## src/rtl/rv32_alu_issue.sv

```systemverilog
// RV32I issue stage: decodes OP / OP-IMM / BRANCH, selects operands, registers a one-hot ALU op.
// Latency: 1 cycle from input handshake to out_valid; full throughput in both build variants.
// Backpressure: output held while !out_ready; in_ready is combinational by default, or a flop
//   driven from a 2-entry skid buffer when ALU_ISSUE_SKID_EN is defined.
//
// Ports:
//   clk, rst              rising-edge clock, asynchronous active-high reset
//   in_valid / in_ready   upstream handshake; in_instr, in_pc, in_rs1_data, in_rs2_data payload
//   out_valid / out_ready downstream handshake towards the ALU
//   reg_op1, reg_op2      ALU operands (rs1; rs2, sign-extended immediate or shamt)
//   out_op                one-hot ALU op: 0 add,1 sub,2 and,3 or,4 xor,5 sll,6 srl,7 sra,
//                         8 slt,9 sltu,10 beq,11 bne,12 blt,13 bge,14 bltu,15 bgeu
//   out_br_imm            sign-extended B-type offset (0 for non-branch)
//   out_pc                PC of the issued instruction
//   out_illegal           issued word is not a supported OP / OP-IMM / BRANCH
// Build option: ALU_ISSUE_SKID_EN selects the registered-ready skid buffer variant.
module rv32_alu_issue #(
  parameter int              XLEN     = 32,
  parameter logic [XLEN-1:0] RESET_PC = '0
) (
  input  logic            clk,
  input  logic            rst,
  input  logic            in_valid,
  output logic            in_ready,
  input  logic [31:0]     in_instr,
  input  logic [XLEN-1:0] in_pc,
  input  logic [XLEN-1:0] in_rs1_data,
  input  logic [XLEN-1:0] in_rs2_data,
  output logic            out_valid,
  input  logic            out_ready,
  output logic [XLEN-1:0] reg_op1,
  output logic [XLEN-1:0] reg_op2,
  output logic [15:0]     out_op,
  output logic [XLEN-1:0] out_br_imm,
  output logic [XLEN-1:0] out_pc,
  output logic            out_illegal
);

  if (XLEN != 32) begin : g_xlen_chk
    $error("rv32_alu_issue: only XLEN=32 is supported");
  end

  localparam logic [6:0] OPC_OP     = 7'b0110011;
  localparam logic [6:0] OPC_OP_IMM = 7'b0010011;
  localparam logic [6:0] OPC_BRANCH = 7'b1100011;
  localparam logic [6:0] F7_BASE    = 7'b0000000;
  localparam logic [6:0] F7_ALT     = 7'b0100000;

  localparam int OP_ADD  = 0;
  localparam int OP_SUB  = 1;
  localparam int OP_AND  = 2;
  localparam int OP_OR   = 3;
  localparam int OP_XOR  = 4;
  localparam int OP_SLL  = 5;
  localparam int OP_SRL  = 6;
  localparam int OP_SRA  = 7;
  localparam int OP_SLT  = 8;
  localparam int OP_SLTU = 9;
  localparam int OP_BEQ  = 10;
  localparam int OP_BNE  = 11;
  localparam int OP_BLT  = 12;
  localparam int OP_BGE  = 13;
  localparam int OP_BLTU = 14;
  localparam int OP_BGEU = 15;

  typedef struct packed {
    logic [15:0]     op;
    logic [XLEN-1:0] op1;
    logic [XLEN-1:0] op2;
    logic [XLEN-1:0] br_imm;
    logic [XLEN-1:0] pc;
    logic            illegal;
  } iss_t;

  // ------------------------------------------------------------------
  // Decode (pure function of the offered word; only captured on accept,
  // so X on in_* while !in_valid never reaches state)
  // ------------------------------------------------------------------
  logic [6:0]      opcode;
  logic [2:0]      funct3;
  logic [6:0]      funct7;
  logic [XLEN-1:0] imm_i;
  logic [XLEN-1:0] imm_shamt;
  logic [XLEN-1:0] imm_b;
  iss_t            dec;

  assign opcode    = in_instr[6:0];
  assign funct3    = in_instr[14:12];
  assign funct7    = in_instr[31:25];
  assign imm_i     = {{(XLEN-12){in_instr[31]}}, in_instr[31:20]};
  assign imm_shamt = {{(XLEN-5){1'b0}}, in_instr[24:20]};
  assign imm_b     = {{(XLEN-13){in_instr[31]}}, in_instr[31], in_instr[7],
                      in_instr[30:25], in_instr[11:8], 1'b0};

  // rs1 index field is resolved upstream; the register value arrives on in_rs1_data
  logic unused_rs1_idx;
  assign unused_rs1_idx = ^in_instr[19:15];

  always_comb begin
    dec         = '0;
    dec.op1     = in_rs1_data;
    dec.op2     = in_rs2_data;
    dec.pc      = in_pc;
    case (opcode)
      OPC_OP: begin
        if (funct7 == F7_BASE) begin
          case (funct3)
            3'b000: dec.op[OP_ADD]  = 1'b1;
            3'b001: dec.op[OP_SLL]  = 1'b1;
            3'b010: dec.op[OP_SLT]  = 1'b1;
            3'b011: dec.op[OP_SLTU] = 1'b1;
            3'b100: dec.op[OP_XOR]  = 1'b1;
            3'b101: dec.op[OP_SRL]  = 1'b1;
            3'b110: dec.op[OP_OR]   = 1'b1;
            3'b111: dec.op[OP_AND]  = 1'b1;
            default: dec.illegal    = 1'b1;
          endcase
        end else if (funct7 == F7_ALT && funct3 == 3'b000) begin
          dec.op[OP_SUB] = 1'b1;
        end else if (funct7 == F7_ALT && funct3 == 3'b101) begin
          dec.op[OP_SRA] = 1'b1;
        end else begin
          dec.illegal = 1'b1;
        end
      end
      OPC_OP_IMM: begin
        // funct7 only qualifies the shifts; there is no subtract-immediate
        case (funct3)
          3'b000: begin dec.op[OP_ADD]  = 1'b1; dec.op2 = imm_i; end
          3'b010: begin dec.op[OP_SLT]  = 1'b1; dec.op2 = imm_i; end
          3'b011: begin dec.op[OP_SLTU] = 1'b1; dec.op2 = imm_i; end
          3'b100: begin dec.op[OP_XOR]  = 1'b1; dec.op2 = imm_i; end
          3'b110: begin dec.op[OP_OR]   = 1'b1; dec.op2 = imm_i; end
          3'b111: begin dec.op[OP_AND]  = 1'b1; dec.op2 = imm_i; end
          3'b001: begin
            if (funct7 == F7_BASE) begin
              dec.op[OP_SLL] = 1'b1;
              dec.op2        = imm_shamt;
            end else begin
              dec.illegal = 1'b1;
            end
          end
          3'b101: begin
            if (funct7 == F7_BASE) begin
              dec.op[OP_SRL] = 1'b1;
              dec.op2        = imm_shamt;
            end else if (funct7 == F7_ALT) begin
              dec.op[OP_SRA] = 1'b1;
              dec.op2        = imm_shamt;
            end else begin
              dec.illegal = 1'b1;
            end
          end
          default: dec.illegal = 1'b1;
        endcase
      end
      OPC_BRANCH: begin
        dec.br_imm = imm_b;
        case (funct3)
          3'b000: dec.op[OP_BEQ]  = 1'b1;
          3'b001: dec.op[OP_BNE]  = 1'b1;
          3'b100: dec.op[OP_BLT]  = 1'b1;
          3'b101: dec.op[OP_BGE]  = 1'b1;
          3'b110: dec.op[OP_BLTU] = 1'b1;
          3'b111: dec.op[OP_BGEU] = 1'b1;
          default: begin
            dec.illegal = 1'b1;
            dec.br_imm  = '0;
          end
        endcase
      end
      default: dec.illegal = 1'b1;
    endcase
  end

  // ------------------------------------------------------------------
  // Output register and flow control
  // ------------------------------------------------------------------
  iss_t out_q;
  logic accept;

`ifdef ALU_ISSUE_SKID_EN
  // Skid variant: in_ready comes straight from a flop. While the output is
  // stalled, accepted entries queue in skid_q (slot 0 is the oldest) and are
  // always moved to the output before any newer incoming entry.
  iss_t       skid_q [2];
  logic [1:0] skid_cnt;
  logic [1:0] skid_cnt_nxt;
  logic       in_ready_q;
  logic       out_free;
  logic       load_skid;
  logic       load_direct;
  logic       push;
  logic [1:0] push_pos;

  assign in_ready     = in_ready_q;
  assign accept       = in_valid && in_ready_q;
  assign out_free     = !out_valid || out_ready;
  assign load_skid    = out_free && (skid_cnt != 2'd0);
  assign load_direct  = out_free && (skid_cnt == 2'd0) && accept;
  assign push         = accept && !load_direct;
  assign push_pos     = skid_cnt - {1'b0, load_skid};
  assign skid_cnt_nxt = skid_cnt + {1'b0, push} - {1'b0, load_skid};

  always_ff @(posedge clk or posedge rst) begin
    if (rst) begin
      out_valid  <= 1'b0;
      out_q      <= '0;
      out_q.pc   <= RESET_PC;
      skid_cnt   <= 2'd0;
      in_ready_q <= 1'b1;
    end else begin
      skid_cnt   <= skid_cnt_nxt;
      // Drops the cycle the second skid slot fills; never admits a third.
      in_ready_q <= (skid_cnt_nxt != 2'd2);
      if (load_skid) begin
        out_valid <= 1'b1;
        out_q     <= skid_q[0];
      end else if (load_direct) begin
        out_valid <= 1'b1;
        out_q     <= dec;
      end else if (out_valid && out_ready) begin
        out_valid     <= 1'b0;
        out_q.op      <= '0;
        out_q.illegal <= 1'b0;
      end
    end
  end

  // Payload storage needs no reset: skid_cnt alone says what is live.
  always_ff @(posedge clk) begin
    if (load_skid) begin
      skid_q[0] <= skid_q[1];
    end
    // When popping and pushing at one entry, the new entry lands in slot 0
    // after the shift; this later assignment wins over the shift above.
    if (push) begin
      skid_q[push_pos[0]] <= dec;
    end
  end
`else
  assign in_ready = !out_valid || out_ready;
  assign accept   = in_valid && in_ready;

  always_ff @(posedge clk or posedge rst) begin
    if (rst) begin
      out_valid <= 1'b0;
      out_q     <= '0;
      out_q.pc  <= RESET_PC;
    end else if (accept) begin
      out_valid <= 1'b1;
      out_q     <= dec;
    end else if (out_valid && out_ready) begin
      out_valid     <= 1'b0;
      out_q.op      <= '0;
      out_q.illegal <= 1'b0;
    end
  end
`endif

  assign reg_op1     = out_q.op1;
  assign reg_op2     = out_q.op2;
  assign out_op      = out_q.op;
  assign out_br_imm  = out_q.br_imm;
  assign out_pc      = out_q.pc;
  assign out_illegal = out_q.illegal;

endmodule

```

## config.mk

```make
export PLATFORM = sky130hd
export DESIGN_NAME = rv32_alu_issue
export DESIGN_NICKNAME = d
export VERILOG_FILES = /design/src/rtl/rv32_alu_issue.sv
export SDC_FILE = /design/constraint.sdc
export NUM_CORES = 1
export LEC_CHECK = 0
export CORE_ASPECT_RATIO = 1.4
export CORE_MARGIN = 2
export CORE_UTILIZATION = 43
export CTS_BUF_LIST = sky130_fd_sc_hd__clkbuf_16
export CTS_CLUSTER_SIZE = 10
export DETAILED_ROUTE_END_ITERATION = 10
export GPL_ROUTABILITY_DRIVEN = 0
export PLACE_DENSITY_LB_ADDON = 0.15
export SETUP_SLACK_MARGIN = 0.15
export SYNTH_ARGS = -nofsm -noshare
export SYNTH_HDL_FRONTEND = slang
export SYNTH_SLANG_ARGS = --single-unit
```

## constraint.sdc

```tcl
create_clock -name clk -period 11.35 [get_ports clk]
set_input_delay 2.27 -clock clk [delete_from_list [all_inputs] [get_ports clk]]
set_output_delay 2.27 -clock clk [all_outputs]
set_load 0.005 [all_outputs]
```

==> run metrics, run 1 <==
crit path DAT 3.79 ns; Avg Vias per Cell around 5.3; vias in the first global route 5294; RR Startpoint out_valid; cell row count 48; Avg WL per Cell between 15 and 20 um; Max clock buf depth 2; antenna cells 0; CP Capture Type output pin; first-pass GRT wire length ~28000 um; worst setup path startpoint out_ready; Final TNS setup 0 ns; TritonCTS clock tree done; Synth Instances 592; Final Skew between 0.009 and 0.01 ns; Setup CP Type input pin to output pin; HP Class flop to flop; area of the core around 12000 um2; fin crit share 0.5341; gr usage total 0.2605; Buffers on Ports between 200 and 300; Clock Pin Slew Worst Setup and Hold Paths around 0.050 ns; GR Overflow Total 0; Num Clock Sinks about 130; root buf cell clkbuf_16; total CTS buffers 17; Reg2Reg Setup Slack a little under 9 ns; Clock Latency Late Sink between 0.4 and 0.5 ns; Resized Gates After CTS 0; Routed WL approximately 18000 um; min-delay src reg_op1[7]; FMAX approximately 160 MHz; Die ar. 13750 um2; DP HPWL around 13000 um; routed via count roughly 5300; VDD IR max ~0.10 mV; Cell Pwr Density 148.5 nW/um2; io pins approximately 280; number of synthesized flops with an enable pin 0; max-slew violation count 0; status finished clean; Die X 99.70 um; H-tree depth 4; Starting Density 0.4434; final hold violation count 0; static leakage roughly 3.9 nW; register area share after synthesis 0.5719; largest net degree at the start of global routing 92; layout cells sized above 1 0.05344; Req. time, crit path between 9 and 10 ns; RSZ-0062 raised after global routing false; Final Power 1.299 mW; synth unique cells 48; Cell Area, Synth about 5500 um2; Synth Register Bits about 130; Synth Net Count ~720; minimum clock period about 6.1 ns; final setup vio count 0; critical path startpoint category input pin; Layout Nets ~960; ys async rst share 1.000; post-CTS setup buffer count 0; DRC errors left 0; initial antenna violation count 0; ys flop type dfrtp_1; Slew @ Worst Pin about 1.2 ns; drt first pass iters 6; synthesis-to-finish area growth 58.74%; Worst slew margin 0.2287; # hold bufs at CTS 0; Avg Cell Area, Syn slightly above 9 um2; Iter 0 DRT Violations 256; Final ANT Viol Nets 0; Worst Path Max Fanout 11; Ys Warns 0; Die H 138.0 um; maxcap violations 0
## worst paths after layout
path / endpoint / cells after the start
max: in_ready / 3
min: reg_op1[7] / 2
max reg2reg: reg_op2[7] / 4
min reg2reg: reg_op1[7] / 2
max in group asynchronous: reg_op1[17] / 3
min in group asynchronous: out_pc[23] / 2
## registers in the layout, indices dropped and copies added (netlist names)
register and flops:
out_op 16, reg_op1 32, out_br_imm 12, out_illegal 1, reg_op2 32, out_pc 32
out_valid 1
## cells in the mapped netlist, types with 3 or more instances
master    count  share of area
nand3b_1      6         0.0082
clkbuf_1     25          0.017
nand2b_1      5         0.0057
o21ai_1      25          0.023
a32o_1        7          0.013
buf_1         6         0.0041
a211o_1       7          0.011
a31oi_1       5         0.0057
nor2b_1       3         0.0034
a22o_1       13          0.021
a21oi_1      23          0.021
o22ai_1       5         0.0057
a21o_1        4         0.0054
dfrtp_1     126           0.57
and2_1        7         0.0079
a221o_1       6          0.011
a211oi_1      5         0.0068
o21ai_0      12          0.011
nor3_1        5         0.0045
nor2_1       24          0.016
nand3_1       9         0.0082
buf_4        21          0.029
inv_1         5         0.0034
buf_2         6         0.0054
nand2_1     207           0.14
## per-stage QoR
step                      setup slack, ns  instance area (um2)  instances  hold slack (ns)  utilization
after global placement              5.338                 8169        960           0.4584       0.6571
after floorplan                     5.724                 5513        592           0.4673            -
after CTS                           5.302                 8751        992           0.4747       0.7039
final                               5.288                 8751        992           0.4705       0.7039
after global routing                5.238                 8751        992           0.4900       0.7039
after detailed placement            5.309                 8169        960           0.4611       0.6571
## layout make-up
type / instances / area [um2]
fillers: 963 / 3681
flip-flops and latches: 126 / 3153
repair buffers: 276 / 2753
multi-input cells: 403 / 2054
clock buffers: 17 / 425.4
well taps: 150 / 187.7
clock inverters: 15 / 156.4
inverters: 5 / 21.27
## report_power, final
part | internal [mW] | switching [mW] | leakage [nW]
Sequential | 0.495 | 0.0243 | 1.56
Clock | 0.340 | 0.193 | 0.290
Combinational | 0.144 | 0.102 | 2.00
Total | 0.979 | 0.320 | 3.85
## metal layers
metal	track usage	vias to the layer above	part of all wire
met5	0	-	0
met4	0.1065	0	0.030
met3	0.07258	39	0.080
li1	-	2450	-
met1	0.3073	2528	0.37
met2	0.4489	267	0.52
## critical path, stage by stage
cell             delay, ns
clkdlybuf4s50_1       0.47
nand2b_1              0.45
clkdlybuf4s50_1       0.61
## cells by family after synthesis
logic type / count (synthesis) / share of synthesized area
and+or+nand+nor: 280 / 0.2192
DFF: 126 / 0.5719
AOI/OAI and AO/OA: 120 / 0.1462
buffers and inverters: 63 / 0.05856
xor gates and xnor gates: 1 / 0.001589
muxes: 1 / 0.001816
other: 1 / 0.0006802
## placed cells by master (no fill, tap or decap), types with 7 or more instances in the layout
cell             synthesis  layout
nand3_1                  9       9
a21oi_1                 23      23
inv_1                    5       7
a22o_1                  13      13
clkbuf_16                0      17
clkdlybuf4s50_1          0     272
nor2_1                  24      24
dfrtp_1                126     126
a211o_1                  7       7
nand2_1                207     206
o21ai_0                 12      12
o21ai_1                 25      25
a32o_1                   7       7
No activity file was read; power rests on OpenSTA's default activity.
==> inputs of run 2 (changes only) <==
CORE_UTILIZATION = 40   (was 43)
clock period = 6.2 ns   (was 11.35 ns; I/O delays follow)
==> run 2 against run 1 <==
Die area increased by 7.2%. Sequential share of layout area decreased by 0.32 points. First-iteration DRC count decreased by 2.3%. Wire length decreased by 1.7%. Global-route usage decreased by 2.5 points. Worst setup slack got worse by 3.1 ns. Final cell count increased by 3.2%. Final area increased by 0.90%.
==> run metrics, run 2 (same netlist as run 1, synthesis figures left out) <==
total CTS buffers 17; antenna cells 0; most frequent CP cell clkdlybuf4s50_1; Top delay family on crit path buffers and inverters; layout cells sized above 1 0.05463; drt first pass iters 7; Max clock buf depth 2; commonest non-fill, non-tap cell in the layout clkdlybuf4s50_1; fin crit share 0.6440; initial antenna violation count 0; synthesis-to-finish area growth 60.17%; crit path DAT ~2.8 ns; DRC errors left 0; Resized Gates After CTS 0; Final ANT Viol Nets 0; Avg Vias per Cell roughly 5.1; largest net degree at the start of global routing 84; Iter 0 DRT Violations 250; Die ar. ~15000 um2; Buffers on Ports 272; DP HPWL roughly 13000 um; Req. time, crit path slightly below 5 ns; register area 3153 um2; Worst Path Max Fanout 11; Die H ~140 um; Die X a little over 100 um; Buf+Inv Stages, Crit Path 2; Num Clock Sinks ~130; static leakage 3.868 nW; multi-input combinational cell area 2054 um2; routed via count around 5300; Clock Latency Late Sink about 0.41 ns; Avg WL per Cell roughly 17 um; status finished clean; fin cells between 1000 and 1500; Setup CP Type input pin to output pin; Worst slew margin 0.2244; Final Skew 0.009306 ns; critical path's slowest cell clkdlybuf4s50_1; Final Core Density 0.6565; crit-path max cell delay 0.61 ns; area of the core around 13000 um2; root buf cell clkbuf_16; H-tree depth 4; Cells after DPL approximately 990; critical path startpoint category input pin; # hold bufs at CTS 0; HP Class flop to flop; Routed WL 17540 um; most frequent cells in the layout clkdlybuf4s50_1, nand2_1, dfrtp_1, o21ai_1, nor2_1; Slew @ Worst Pin roughly 1.2 ns; CP Capture Type output pin; GR Overflow Total 0; max-slew violation count 0; VDD IR max 0.1708 mV; final setup vio count 0; TritonCTS clock tree done; final hold violation count 0; io pins around 280; cell row count 50; Starting Density 0.4099; FMAX 250.5 MHz; Cell Pwr Density between 200 and 300 nW/um2; Clock Pin Slew Worst Setup and Hold Paths ~0.050 ns; first-pass GRT wire length 26610 um; vias in the first global route 5260; maxcap violations 0; gr usage total 0.2353; RSZ-0062 raised after global routing false; Final TNS setup 0 ns; critical path cell sequence clkdlybuf4s50_1 > nand2b_1 > clkdlybuf4s50_1; minimum clock period ~4 ns; post-CTS setup buffer count 0; fillers 1093; Layout Nets between 900 and 1000
run 2: cell types whose count changed in the layout (fill, tap and decap cells not counted):
cell / delta
clkinv_2: -3
clkinv_4: +2
inv_6: +2
bufinv_16: +1
clkinvlp_4: -1
inv_1: -1
run 2: final timing paths:
check,start,to,slack (ns),cells after the start
min,out_pc[19],out_pc[19],0.47,2
max,out_ready,in_ready,2.21,3
min reg2reg,out_pc[19],out_pc[19],0.47,2
min in group asynchronous,rst,out_br_imm[11],1.44,2
max in group asynchronous,rst,out_pc[30],3.58,3
max reg2reg,out_valid,reg_op2[8],3.69,4
run 2: routing by layer:
layer,GRT usage,part of all wire
met1,0.2637,0.38
met4,0.1122,0.039
met3,0.06804,0.079
met2,0.4043,0.51
met5,0,0
run 2: worst reg2reg max path: stages, from the launching register on:
cell	delay (ns)
dfrtp_1	0.40
nand2b_1	0.40
nand4_1	0.57
nor3_1	0.79
a221o_1	0.28
run 2: where the power goes:
group | internal (mW) | leakage [nW] | switching, mW
clock network | 0.671 | 0.304 | 0.364
registers | 0.907 | 1.56 | 0.0452
logic | 0.263 | 2.00 | 0.186
total | 1.84 | 3.87 | 0.595
run 2: area by class of cell:
| type | count | share of cell area |
|---|---|---|
| sequential | 126 | 0.3571 |
| timing repair buffer | 276 | 0.3117 |
| multi-input combinational | 403 | 0.2327 |
| clock buffer | 17 | 0.04818 |
| tap | 182 | 0.02579 |
| clock inverter | 15 | 0.02211 |
| inverter | 5 | 0.002409 |
run 2: stage by stage:
stage	power, mW	hold WS [ns]	cell area [um2]	worst slack [ns]
global route	2.541	0.4920	8830	2.167
floorplan	1.109	0.4673	5513	1.604
detailed placement	1.416	0.4613	8209	2.141
CTS	2.459	0.4751	8830	2.228
finish	2.436	0.4730	8830	2.207
global placement	1.403	0.4567	8209	2.231
==> inputs of run 3 (changes only) <==
CORE_UTILIZATION = 36   (was 40)
clock period = 3.2 ns   (was 6.2 ns; I/O delays follow)
==> run 3 against run 2 <==
Die area rose by 11%. Non-clock buffer count rose by 19. Critical path type unchanged. Final cell count rose by 2.7%. Combinational power rose by 98%. Sequential cell count did not move. Hold slack got worse by 0.00052 ns. Worst setup slack got worse by 1.7 ns. Clock-buffer cell count did not move. First-iteration DRC count fell by 6.8%. Sequential share of layout area fell by 0.43 points. Clock skew rose by 0.00050 ns. Global-route usage fell by 1.6 points.
==> run metrics, run 3 (same netlist as run 1, synthesis figures left out) <==
status finished clean; FMAX about 380 MHz; Die X approximately 110 um; Layout Nets between 900 and 1000; antenna cells 0; RSZ-0062 raised after global routing false; HP Class flop to flop; TritonCTS clock tree done; Final ANT Viol Nets 0; worst setup margin 0.5396 ns; most frequent cells in the layout clkdlybuf4s50_1, nand2_1, dfrtp_1, o21ai_1, nor2_1; DP Worst Slack just under 0.5 ns; Avg WL per Cell between 15 and 20 um; Starting Density 0.3678; total CTS buffers 17; Reg2Reg Depth 6; vias in the first global route 5277; crit path DAT 2.02 ns; Clock Latency Late Sink ~0.4 ns; area of the core between 10000 and 15000 um2; Hold EP out_pc[29]; root buf cell clkbuf_16; Buffers on Ports 272; Final Skew 0.009808 ns; Worst slew margin 0.5215; GR Overflow Total 0; Hold Path Cell Cnt 2; Die H approximately 150 um; final setup vio count 0; first-pass GRT wire length between 20000 and 30000 um; Slew @ Worst Pin approximately 0.71 ns; reg2reg end reg_op2[1]; Worst Path Max Fanout 6; commonest non-fill, non-tap cell in the layout clkdlybuf4s50_1; DP HPWL between 10000 and 15000 um; largest net degree at the start of global routing 91; Resized Gates After CTS 0; Reg2Reg Setup Slack about 1.3 ns; Setup CP Type input pin to output pin; cell row count 53; maxcap violations 0; H-tree depth 4; Clock Pin Slew Worst Setup and Hold Paths 0.06 ns; Iter 0 DRT Violations about 230; Cell Pwr Density just over 500 nW/um2; max-slew violation count 0; io pins about 280; fin crit share 0.8314; Avg Vias per Cell a little over 5; drt first pass iters 5; minimum clock period about 2.7 ns; gr usage total 0.2192; CP Capture Type output pin; Routed WL 17890 um; fin cells 1052; min-delay src out_pc[29]; RR Startpoint out_valid; Req. time, crit path 2.56 ns; Die ar. 16330 um2; post-CTS setup buffer count 0; DRC errors left 0; VDD IR max roughly 0.27 mV; Max clock buf depth 2; Cells after DPL about 1000; layout cells sized above 1 0.07674; # hold bufs at CTS 0; synthesis-to-finish area growth 62.12%; Final TNS setup 0 ns; routed via count 5304; Num Clock Sinks approximately 130; static leakage 3.931 nW; critical path startpoint category input pin; initial antenna violation count 0; final hold violation count 0
## run 3: metal layers
| metal | track usage | routed length, um | vias up |
|---|---|---|---|
| li1 | - | - | 2494 |
| met1 | 0.2529 | 6792 | 2517 |
| met2 | 0.3797 | 9326 | 259 |
| met3 | 0.06494 | 1407 | 34 |
| met4 | 0.08462 | 361 | 0 |
| met5 | 0 | 0 | - |
## run 3: worst max-delay path: stages
cell	delay [ns]
clkdlybuf4s50_1	0.47
nand2b_1	0.32
clkdlybuf4s50_1	0.58
## run 3: power by group
group          leakage (nW)  switching [mW]  internal (mW)  total, mW
logic                  2.10           0.362          0.526      0.888
registers              1.56          0.0864           1.76       1.84
clock network         0.270           0.704           1.06       1.77
total                  3.93            1.15           3.34       4.50
## run 3: how the worst max path moves through the flow
stage                            start        endpoint  slack (ns)  depth (start not counted)
final                        out_ready        in_ready        0.54                          3
after global routing         out_ready        in_ready        0.46                          3
after CTS                    out_ready        in_ready        0.54                          3
after detailed placement  in_instr[31]      reg_op2[7]        0.49                          5
after global placement    in_instr[31]      reg_op2[5]        0.54                          5
after floorplan                    rst  out_br_imm[10]        1.01                          1
## run 3: area by class of cell
class | count | area, um2
fill | 1303 | 6050
sequential | 126 | 3153
timing repair buffer | 295 | 2920
clock inverter | 14 | 121.4
clock buffer | 17 | 425.4
multi-input combinational | 403 | 2054
tap | 192 | 240.2
inverter | 5 | 22.52
## run 3: through the flow
step | hold WS, ns | util | total power [mW] | cell area, um2
6_report | 0.4725 | 0.5963 | 4.498 | 8937
5_1_grt | 0.4932 | 0.5963 | 4.726 | 8937
4_1_cts | 0.4753 | 0.5963 | 4.558 | 8937
3_5_place_dp | 0.4607 | 0.5599 | 2.766 | 8391
3_3_place_gp | 0.4582 | 0.5599 | 2.745 | 8391
2_1_floorplan | 0.4673 | - | 2.150 | 5517
